===== config.mk =====
export PLATFORM = sky130hd
export DESIGN_NAME = fetch_stage
export DESIGN_NICKNAME = d
export VERILOG_FILES = /design/src/rtl/fetch_pkg.sv /design/src/rtl/fetch_skid_fifo.sv /design/src/rtl/fetch_stage.sv
export SDC_FILE = /design/constraint.sdc
export NUM_CORES = 1
export LEC_CHECK = 0
export CORE_MARGIN = 3
export CORE_UTILIZATION = 50
export CTS_CLUSTER_DIAMETER = 120
export DETAILED_ROUTE_END_ITERATION = 10
export PLACE_DENSITY = 0.89
export SYNTH_ARGS = -nofsm -noshare
export SYNTH_HDL_FRONTEND = slang
export SYNTH_SLANG_ARGS = --single-unit

===== constraint.sdc =====
create_clock -name clk -period 3.8 [get_ports clk]
set_input_delay 0.76 -clock clk [delete_from_list [all_inputs] [get_ports clk]]
set_output_delay 0.76 -clock clk [all_outputs]
set_load 0.1 [all_outputs]

===== src/rtl/fetch_pkg.sv =====
// Shared types and constants for the instruction-fetch stage.
package fetch_pkg;

  // Width of the byte PC carried through the skid FIFO; fetch_stage's INST_SIZE
  // defaults to this and is expected to match it.
  localparam int PC_BITS    = 10;
  localparam int PC_STEP    = 4;
  localparam int FIFO_DEPTH = 2;

  typedef logic [PC_BITS-1:0] pc_t;
  typedef logic [31:0]        inst_t;

  typedef struct packed {
    inst_t inst;
    pc_t   pc;
  } fetch_entry_t;

endpackage


===== src/rtl/fetch_skid_fifo.sv =====
// Two-entry skid FIFO of {inst, pc}. slot0 is always the head; a pop shifts
// slot1 forward. flush empties the FIFO after any same-cycle pop completes.
module fetch_skid_fifo
  import fetch_pkg::*;
(
  input  logic         clk,
  input  logic         rstn,
  input  logic         push,
  input  logic         pop,
  input  logic         flush,
  input  fetch_entry_t din,
  output logic [1:0]   count,
  output fetch_entry_t head
);

  fetch_entry_t slot0;
  fetch_entry_t slot1;

  // Occupancy and slot update; the caller never pushes into a full FIFO
  always_ff @(posedge clk or negedge rstn) begin
    if (!rstn) begin
      slot0 <= '0;
      slot1 <= '0;
      count <= 2'd0;
    end else if (flush) begin
      count <= 2'd0;
    end else begin
      unique case ({push, pop})
        2'b10: begin
          if (count == 2'd0) slot0 <= din;
          else               slot1 <= din;
          count <= count + 2'd1;
        end
        2'b01: begin
          slot0 <= slot1;
          count <= count - 2'd1;
        end
        2'b11: begin
          if (count == 2'd1) begin
            slot0 <= din;
          end else begin
            slot0 <= slot1;
            slot1 <= din;
          end
        end
        default: ;
      endcase
    end
  end

  assign head = slot0;

endmodule


===== src/rtl/fetch_stage.sv =====
// Instruction-fetch stage: owns the PC, issues sequential reads to a
// 1-cycle-latency instruction BRAM, takes redirects from the memory stage and
// hands {inst, pc} to decode through a 2-entry skid FIFO.
// Optional: FETCH_MISALIGN_TRAP_EN adds a sticky misaligned-redirect flag.
module fetch_stage
  import fetch_pkg::*;
#(
  parameter int                   INST_SIZE = PC_BITS,
  parameter logic [INST_SIZE-1:0] RESET_PC  = '0
) (
  input  logic                 clk,
  input  logic                 rstn,
  input  logic                 npc_we,
  input  logic [INST_SIZE-1:0] npc,
  output logic                 imem_en,
  output logic [INST_SIZE-3:0] imem_addr,
  input  logic [31:0]          imem_dout,
  output logic                 inst_valid,
  input  logic                 inst_ready,
  output logic [31:0]          inst,
  output logic [INST_SIZE-1:0] inst_pc,
  output logic                 misalign
);

  localparam logic [INST_SIZE-1:0] ALIGN_MASK = ~INST_SIZE'(3);

  logic [INST_SIZE-1:0] fetch_pc;
  logic [INST_SIZE-1:0] inflight_pc;
  logic [INST_SIZE-1:0] issued_pc;
  logic                 inflight;
  logic                 issue;
  logic                 pop;
  logic                 push;
  logic [1:0]           count;
  logic [2:0]           occupancy;
  fetch_entry_t         push_entry;
  fetch_entry_t         head;

  assign pop = inst_valid & inst_ready;

  // Words already owed a FIFO slot once this cycle's pop retires; a new read
  // is only safe while that leaves room for it.
  assign occupancy = {1'b0, count} + {2'b00, inflight} - {2'b00, pop};
  assign issue     = rstn & (npc_we | (occupancy < 3'(FIFO_DEPTH)));
  assign issued_pc = npc_we ? (npc & ALIGN_MASK) : fetch_pc;
  assign imem_en   = issue;
  assign imem_addr = issued_pc[INST_SIZE-1:2];

  // A word returning during a redirect belongs to the abandoned path
  assign push            = inflight & ~npc_we;
  assign push_entry.inst = imem_dout;
  assign push_entry.pc   = pc_t'(inflight_pc);

  // PC advance and in-flight read tracking
  always_ff @(posedge clk or negedge rstn) begin
    if (!rstn) begin
      fetch_pc    <= RESET_PC;
      inflight    <= 1'b0;
      inflight_pc <= '0;
    end else begin
      inflight <= issue;
      if (issue) begin
        fetch_pc    <= issued_pc + INST_SIZE'(PC_STEP);
        inflight_pc <= issued_pc;
      end
    end
  end

  fetch_skid_fifo u_fifo (
    .clk   (clk),
    .rstn  (rstn),
    .push  (push),
    .pop   (pop),
    .flush (npc_we),
    .din   (push_entry),
    .count (count),
    .head  (head)
  );

  assign inst_valid = (count != 2'd0);
  assign inst       = head.inst;
  assign inst_pc    = INST_SIZE'(head.pc);

`ifdef FETCH_MISALIGN_TRAP_EN
  // Sticky flag for any redirect target that is not word-aligned
  always_ff @(posedge clk or negedge rstn) begin
    if (!rstn)                             misalign <= 1'b0;
    else if (npc_we && (npc[1:0] != 2'b00)) misalign <= 1'b1;
  end
`else
  assign misalign = 1'b0;
`endif

endmodule


==> impl_metrics.json <==
{
  "drt-initial-drc-count": 98,
  "r2r-start": "u_fifo.count[1]$_DFFE_PN0P_",
  "grt_max_degree": 81,
  "first_pass_iters": 5,
  "grt_pass1_wl_um": 15100,
  "antenna_cells": 0,
  "rows": 33,
  "post_cts_buffers": 0,
  "ant_nets": 0,
  "initial_core_util_pct": 53.0,
  "final_util_pct": 68.6,
  "endpoint_kind": "output pin",
  "fin_hold_ws_ns": 0.327,
  "reg2regPathDepth": 11,
  "viasPerCell": 5.40,
  "crit_slowest_cell": "clkdlybuf4s50_1",
  "final_common_cell": "dfrtp_1",
  "clkTransAtPathRegs_ns": 0.10,
  "fp.dieH_um": 100,
  "cts_hold_buf": 0,
  "cts_tree": "done",
  "tightestPinTransition_ns": 1.02,
  "synth.distinct_cells": 32,
  "antenna_found_initial": 0,
  "grt-busiest-layer": "met2",
  "path_cells": "clkdlybuf4s50_1 > nand2b_1 > inv_1 > ha_1 > nor2b_1 > fa_1 > nor2b_1 > a22o_1 > buf_12",
  "nets": 513,
  "use_met3_pct": 3.94,
  "fin_tns_setup_ns": 0,
  "fin_skew_ns": 0.0149,
  "die-width_um": 100,
  "wl_um": 9220,
  "grt_pass1_vias": 3190,
  "grt_use_met2_pct": 30.8,
  "clockRootBuffer": "clkbuf_8",
  "die-area_um2": 10100,
  "critPathArrivalTime_ns": 2.86,
  "vias": 3086,
  "timing.critical_path.mode_cell": "nor2b_1",
  "slew_viol_final": 0,
  "syn2layout_area_growth_pct": 29.6,
  "hold_viol": 0,
  "drv_cap": 0,
  "syn_inst": 371,
  "ys_seq_elements": 99,
  "syn_area_um2": 4460,
  "grt.total_usage_pct": 18.7,
  "cts_buffers": 9,
  "min_path_type": "primary input to async pin",
  "io-pin-count": 99,
  "finalSetupViolations": 0,
  "clock-sinks": 99,
  "synth_warnings": 0,
  "slew_headroom_pct": 31.9,
  "worstPathMaxFanout": 2,
  "ctsResizeCount": 0,
  "grt_overflow": 0,
  "dp_hpwl_um": 6340,
  "reg2reg_to": "fetch_pc[6]$_DFFE_PN0P_",
  "htree_levels": 3,
  "clockBufferDepth": 2,
  "final_cell_mix": "dfrtp_1 (99), clkdlybuf4s50_1 (82), nor2_1 (50)",
  "clk_latency_ns": 0.36,
  "status": "completed",
  "rsz0062_at_grt": "no",
  "fmax_ghz": 0.277,
  "crit_family": "buffers and inverters",
  "use_met1_pct": 25.0,
  "slowest_delay_ns": 0.48,
  "finalCriticalPeriod_ns": 3.62,
  "critPathBufInv": 3,
  "drc": 0,
  "final_layout_size_suffix_gt1_share_pct": 19.9,
  "reg2reg_slack_ns": 0.77,
  "numPortBuffers": 93,
  "core_area_um2": 8420,
  "synth_seq_area_share_pct": 55.5,
  "start_kind": "primary input",
  "drt-wirelength-per-cell_um": 16.1,
  "place_congestion": 0.781,
  "worstSetupPathType": "primary input to output pin",
  "cp_data_required_time_ns": 3.04,
  "fin_crit_sh_pct": 95.1,
  "syn_avg_cell_area_um2": 12.0
}
## synth_stat cells, drive strengths merged
cell type,number,area (um2)
dfrtp,99,2480
nor2,50,188
a21oi,49,245
mux2,49,552
mux2i,47,474
buf,20,120
inv,14,52.6
xnor2,6,52.6
nand2,5,18.8
clkbuf,4,15.0
ha,4,50.1
a211oi,3,32.5
o21ai,3,18.8
nand2b,2,12.5
nand4,2,12.5
nand4b,2,32.5
nor2b,2,12.5
xor2,2,17.5
a22o,1,8.76
a31oi,1,6.26
and4,1,8.76
conb,1,3.75
fa,1,20.0
nor3,1,5.00
o21bai,1,7.51
o41ai,1,16.3
## state kept, by name, indices dropped and copies added, names as in the netlist
signal,flops
fetch_pc,8
u_fifo.count,2
u_fifo.slot1,40
u_fifo.head,40
inflight_pc,8
inflight,1
## per-layer routing
layer / wire length [um] / part of all wire, %
met1: 3980 / 43
met2: 4510 / 49
met3: 651 / 7.1
met4: 72 / 0.78
met5: 0 / 0
## stage by stage
stage	std cells	setup slack (ns)	area, um2
after floorplan	373	0.103	4470
after global placement	556	0.213	5590
after detailed placement	556	0.185	5590
after CTS	572	0.169	5780
after global routing	572	0.0427	5780
final	572	0.185	5780
## cell type report
class / instances / area, um2
fillers: 628 / 2640
flip-flops and latches: 99 / 2480
multi-input cells: 236 / 1820
repair buffers: 102 / 1110
clock buffers: 10 / 138
well taps: 105 / 131
inverters: 14 / 52.6
clock inverters: 6 / 47.5
## how the worst max path moves through the flow
stage | start | end | slack (ns) | cells after the start
floorplan | npc_we | fetch_pc[8]$_DFFE_PN0P_ | 0.10 | 8
global placement | inst_ready | imem_en | 0.21 | 9
detailed placement | inst_ready | imem_en | 0.19 | 9
CTS | inst_ready | imem_en | 0.17 | 9
global route | u_fifo.count[1]$_DFFE_PN0P_ | imem_en | 0.04 | 10
finish | inst_ready | imem_en | 0.18 | 9
## cell families (layout without fill, tap and decap cells)
group                      after synthesis  count (layout)  synth area share (%)
other                                    1               3                0.0841
DFF                                     99              99                  55.5
AOI/OAI and AO/OA                       59              59                  7.52
adders and majority gates                5               5                  1.57
buffers and inverters                   38             132                  4.21
and+or+nand+nor                         65              65                  6.51
muxes                                   96              96                  23.0
xor gates and xnor gates                 8               8                  1.57
## worst register-to-register path, cell delays in order (launching register included)
cell and delay [ns]:
dfrtp_1 0.42, inv_1 0.16, ha_1 0.21, nand2b_1 0.13
inv_1 0.09, ha_1 0.27, nor2b_1 0.15, fa_1 0.46
nor2b_1 0.13, a22o_1 0.24, buf_4 0.29, mux2_2 0.38
Power is left out: the tool's default activity adds up to more than one toggle a clock period on the data nets, which glitch-free logic cannot reach.
